### src/rtl/gpio_pkg.sv
// Shared types and constants for the APB-to-GPIO register sequencer.
// Holds the FSM state encoding, GPIO register selects and APB offsets.
package gpio_pkg;

  typedef enum logic [2:0] {
    ST_IDLE = 3'd0,
    ST_WR   = 3'd1,
    ST_RD1  = 3'd2,
    ST_RD2  = 3'd3,
    ST_RESP = 3'd4
  } state_e;

  localparam logic [1:0] REGSEL_PIN  = 2'b00;
  localparam logic [1:0] REGSEL_DIR  = 2'b10;
  localparam logic [1:0] REGSEL_PORT = 2'b11;

  localparam logic [3:0] OFF_PIN  = 4'h0;
  localparam logic [3:0] OFF_DIR  = 4'h4;
  localparam logic [3:0] OFF_PORT = 4'h8;

endpackage

### src/rtl/gpio_apb_decode.sv
// Combinational APB address decode: maps the low address nibble to a GPIO
// register select and flags accesses the GPIO cannot accept.
module gpio_apb_decode
  import gpio_pkg::*;
(
  input  logic [3:0] paddr,
  input  logic       pwrite,
  output logic [1:0] regsel,
  output logic       illegal
);

  always_comb begin
    regsel  = REGSEL_PIN;
    illegal = 1'b0;
    case (paddr)
      OFF_PIN: begin
        regsel  = REGSEL_PIN;
        illegal = pwrite;  // PIN is read-only
      end
      OFF_DIR:  regsel = REGSEL_DIR;
      OFF_PORT: regsel = REGSEL_PORT;
      default:  illegal = 1'b1;
    endcase
  end

endmodule

### src/rtl/gpio_apb_ctrl.sv
// APB slave sequencer for one GPIO: turns APB transfers into a one-cycle
// write strobe or a two-cycle registered read, with PSLVERR on illegal access.
//
// APB handshake: a transfer starts with a setup cycle (PSEL=1, PENABLE=0)
// seen in IDLE; the master then holds PSEL/PENABLE/PADDR/PWDATA stable until
// PREADY, which is high for exactly one cycle together with PSLVERR/PRDATA.
module gpio_apb_ctrl
  import gpio_pkg::*;
#(
  parameter int ADDR_W = 4
) (
  input  logic              clk,
  input  logic              rst_n,
  input  logic              PSEL,
  input  logic              PENABLE,
  input  logic              PWRITE,
  input  logic [ADDR_W-1:0] PADDR,
  input  logic [7:0]        PWDATA,
  output logic [7:0]        PRDATA,
  output logic              PREADY,
  output logic              PSLVERR,
  output logic              BUSW,
  output logic [7:0]        BUSWDATA,
  output logic [1:0]        REGSEL,
  input  logic [7:0]        BUSRDATA,
  output logic [2:0]        dbg_state
);

  state_e     state_q, state_d;
  logic [7:0] prdata_q, prdata_d;
  logic       pready_q, pready_d;
  logic       pslverr_q, pslverr_d;
  logic       busw_q, busw_d;
  logic [7:0] buswdata_q, buswdata_d;
  logic [1:0] regsel_q, regsel_d;
  logic       err_q, err_d;

  logic [1:0] dec_regsel;
  logic       dec_illegal;
  logic       unused_paddr;

  // Upper address bits are decoded by the interconnect through PSEL.
  assign unused_paddr = ^PADDR;

  gpio_apb_decode u_decode (
    .paddr   (PADDR[3:0]),
    .pwrite  (PWRITE),
    .regsel  (dec_regsel),
    .illegal (dec_illegal)
  );

  // Outputs are computed for the state being entered so they are registered.
  always_comb begin
    state_d    = state_q;
    prdata_d   = prdata_q;
    pready_d   = 1'b0;
    pslverr_d  = 1'b0;
    busw_d     = 1'b0;
    buswdata_d = buswdata_q;
    regsel_d   = regsel_q;
    err_d      = err_q;
    case (state_q)
      ST_IDLE: begin
        regsel_d = REGSEL_PIN;
        if (PSEL && !PENABLE) begin
          prdata_d = 8'h00;
          err_d    = dec_illegal;
          if (dec_illegal) begin
            state_d   = ST_RESP;
            pready_d  = 1'b1;
            pslverr_d = 1'b1;
          end else if (PWRITE) begin
            state_d    = ST_WR;
            busw_d     = 1'b1;
            regsel_d   = dec_regsel;
            buswdata_d = PWDATA;
          end else begin
            state_d  = ST_RD1;
            regsel_d = dec_regsel;
          end
        end
      end
      ST_WR: begin
        state_d   = ST_RESP;
        pready_d  = 1'b1;
        pslverr_d = err_q;
      end
      ST_RD1: begin
        state_d = ST_RD2;
      end
      ST_RD2: begin
        // The GPIO registered its read data at the end of RD1.
        state_d   = ST_RESP;
        prdata_d  = BUSRDATA;
        pready_d  = 1'b1;
        pslverr_d = err_q;
      end
      ST_RESP: begin
        state_d  = ST_IDLE;
        regsel_d = REGSEL_PIN;
      end
      default: begin
        state_d  = ST_IDLE;
        regsel_d = REGSEL_PIN;
      end
    endcase
  end

  always_ff @(posedge clk) begin
    if (!rst_n) begin
      state_q    <= ST_IDLE;
      prdata_q   <= 8'h00;
      pready_q   <= 1'b0;
      pslverr_q  <= 1'b0;
      busw_q     <= 1'b0;
      buswdata_q <= 8'h00;
      regsel_q   <= REGSEL_PIN;
      err_q      <= 1'b0;
    end else begin
      state_q    <= state_d;
      prdata_q   <= prdata_d;
      pready_q   <= pready_d;
      pslverr_q  <= pslverr_d;
      busw_q     <= busw_d;
      buswdata_q <= buswdata_d;
      regsel_q   <= regsel_d;
      err_q      <= err_d;
    end
  end

  assign PRDATA    = prdata_q;
  assign PREADY    = pready_q;
  assign PSLVERR   = pslverr_q;
  assign BUSW      = busw_q;
  assign BUSWDATA  = buswdata_q;
  assign REGSEL    = regsel_q;
  assign dbg_state = state_q;

endmodule

### config.mk
export PLATFORM = sky130hd
export DESIGN_NAME = gpio_apb_ctrl
export DESIGN_NICKNAME = d
export VERILOG_FILES = /design/src/rtl/gpio_pkg.sv /design/src/rtl/gpio_apb_decode.sv /design/src/rtl/gpio_apb_ctrl.sv
export SDC_FILE = /design/constraint.sdc
export NUM_CORES = 1
export LEC_CHECK = 0
export BUFFER_PORTS_ARGS = -buffer_cell sky130_fd_sc_hd__clkbuf_2
export CAP_MARGIN = 40
export CORE_AREA = 5 5 63 65
export DETAILED_ROUTE_END_ITERATION = 7
export DIE_AREA = 0 0 68 70
export PLACE_DENSITY_LB_ADDON = 0.3
export SETUP_SLACK_MARGIN = 0.4
export SYNTH_ARGS = -nofsm -noshare
export SYNTH_HDL_FRONTEND = slang
export SYNTH_HIERARCHICAL = 1
export SYNTH_SLANG_ARGS = --single-unit
export TNS_END_PERCENT = 100
### constraint.sdc
create_clock -name clk -period 1.3 [get_ports clk]
set_input_delay 0.13 -clock clk [delete_from_list [all_inputs] [get_ports clk]]
set_output_delay 0.13 -clock clk [all_outputs]
set_load 0.005 [all_outputs]
==> qor.yml <==
critical_path:
  critical_path_class: "reg2reg"
  critical_path.endpoint: "BUSWDATA[4]"
  r2r-end: "BUSWDATA[4]"
  reg2reg_from: "dbg_state[1]"
  startpoint: "dbg_state[1]"
  reg2reg_setup_slack_ns: -0.25
  cp.arrival_ns: 1.79
  start_kind: "register"
  critPathCaptureType: "register"
  rr_worst_depth: 4
  path_max_fanout: 4
  required_ns: 1.54
cells_and_area:
  layout_commonest_cell: "clkbuf_2"
  nNetsFinal: 221
  area_growth_pct: 65.7
  final_util_pct: 56.3
  final_area_um2: 1850
  n_antenna_cell: 0
  num-fill-cells: 289
  final-seq-area_um2: 531
  multi_input_area_um2: 669
  final_cell_mix: "clkbuf_2 (40), dfxtp_2 (24), buf_4 (21)"
  layout-drive-gt1-share_pct: 66.2
logic_synthesis:
  yosysSeqAreaShare_pct: 44.8
  synth_warnings: 6
  synth_cell_type_count: 28
  yosysTopAreaCell: "dfxtp_1"
  synth_top_cell_area_share_pct: 44.8
  syn_nets: 148
  syn_area_per_cell_um2: 9.07
  ys_seq_elements: 25
  synth_area_leaders: "dfxtp_1 (45%), mux2i_1 (8.1%), and4b_1 (7.2%)"
  synth.cell_area_um2: 1120
  syn_inst: 123
status:
  violations: "negative setup slack"
  outcome: "complete, but fails checks"
timing:
  period_needed_ns: 1.55
  fin_crit_sh_pct: 120
  timing.setup.tns_ns: -4.16
  max_freq_ghz: 0.643
  tightest_slew_ns: 0.435
  fin_ws_ns: -0.255
  grt_setup_unrepaired: "true"
  slew_viol_final: 0
  hold_violations: 0
  slew_headroom_pct: 71.0
  setup-violations-final: 24
  clock_skew_ns: 0.0104
floorplanning:
  die_height_um: 70
  ios: 49
  design.core.area_um2: 3280
  start_util_pct: 34.0
  num_rows: 21
  dieArea_um2: 4760
  die-width_um: 68
routing:
  dr.pass1.iters: 4
  avgViaCountPerCell: 4.91
  drc: 0
  drt_iter0_drc: 48
  antenna_left: 0
  drt-total-wl_um: 3240
  dr_total_vias: 1184
  routedWlPerCell_um: 13.5
place:
  placed_area_um2: 1480
  place_hpwl_um: 2190
  portBuffers: 48
  gp_congestion: 0.657
power_and_ir_drop:
  peakVddDrop_mv: 0.360
  p_leak_uw: 0.000842
  power_density_nw_per_um2: 724
min_path:
  min_path_type: "in2reg"
cts:
  clk_latency_ns: 0.32
  clock-root-buffer: "clkbuf_4"
  clockBufferDepth: 2
  tritoncts: "done"
  numCtsBuffers: 3
  clk_pin_slew_ns: 0.14
  clock-sinks: 25
  cts_htree_levels: 1
grt:
  grt_pass1_wl_um: 5260
  grt_util_all_layers_pct: 14.1
  overflow: 0
  grt_pass1_vias: 1216
  antenna_found_initial: 0
  grt_max_degree: 20
flow_run:
  maxCapViolations: 0
worst min-delay path by stage:
stage	startpoint	endpoint	slack [ns]	cells past startpoint
2_1_floorplan	PWDATA[0]	BUSWDATA[0]	0.27	2
3_3_place_gp	PWDATA[5]	BUSWDATA[5]	0.37	3
5_1_grt	PWDATA[3]	BUSWDATA[3]	0.02	3
6_report	PWDATA[5]	BUSWDATA[5]	0.02	3
4_1_cts	PWDATA[5]	BUSWDATA[5]	0.007	3
3_5_place_dp	PWDATA[5]	BUSWDATA[5]	0.37	3
kinds of logic (layout without fill, tap and decap cells):
family	count (synthesis)	in the layout	synth area share, %
compound gates	24	24	13.8
mux	9	9	8.07
buf+inv	10	82	4.15
simple gates	54	54	28.4
xor+xnor	1	1	0.785
flops	25	25	44.8
registers in the layout (all words and copies together), names as in the netlist:
name	count
BUSWDATA	8
PRDATA	8
dbg_state	3
REGSEL	2
BUSW	1
PREADY	1
PSLVERR	1
err_q	1
cell type report:
cell class              count  share of cell area, %
inverters                   1                  0.338
repair buffers             77                   30.2
flip-flops and latches     25                   28.7
clock buffers               3                   1.22
clock inverters             1                  0.271
multi-input cells          88                   36.2
well taps                  46                   3.11
metal layers:
metal	up-vias	routed length, um	GRT usage, %
li1	584	-	-
met1	564	1380	16.4
met2	32	1610	23.7
met3	4	211	4.33
met4	0	40	4.86
met5	-	0	0
synthesized netlist by cell type:
master,count
o31ai_1,1
a31oi_1,1
nor4b_1,1
nor2_2,1
nand4b_1,1
buf_6,1
nor3b_2,1
clkbuf_1,6
and4b_1,8
inv_1,1
o21ai_0,9
a211oi_1,9
nand2b_1,2
buf_2,1
nor4b_2,1
xnor2_1,1
nand2_1,19
a21oi_1,2
nor3_1,2
nor2b_1,2
a22o_1,2
nor2_1,13
nor3_2,1
mux2i_1,9
dfxtp_1,25
and3_1,1
buf_1,1
or4b_4,1
timing repair:
action,in CTS,in global routing
hold buffers,0,0
gates cloned,1,0
endpoints found under the setup margin,48,49
gates resized for setup,38,30
pin swaps,8,17
setup buffers,10,5
critical path: stages (launching register included):
cell and delay (ns):
dfxtp_2 0.35, or4b_4 0.55, nor3b_4 0.20, buf_4 0.17, mux2i_1 0.21
per-stage QoR:
step	hold slack, ns	instances	power [uW]	setup WS [ns]
floorplan	0.272	123	880	-0.144
global placement	0.367	221	959	-0.160
detailed placement	0.372	221	965	-0.219
CTS	0.00746	236	1330	-0.207
global route	0.0200	241	1400	-0.328
finish	0.0242	241	1340	-0.255
power breakdown:
part	total, uW	switching [uW]	internal [uW]	leakage [uW]
logic	212	100	112	0.000611
clock network	344	228	115	0.0000177
registers	783	5.55	777	0.000214
Power figures use the tool's default switching activity.
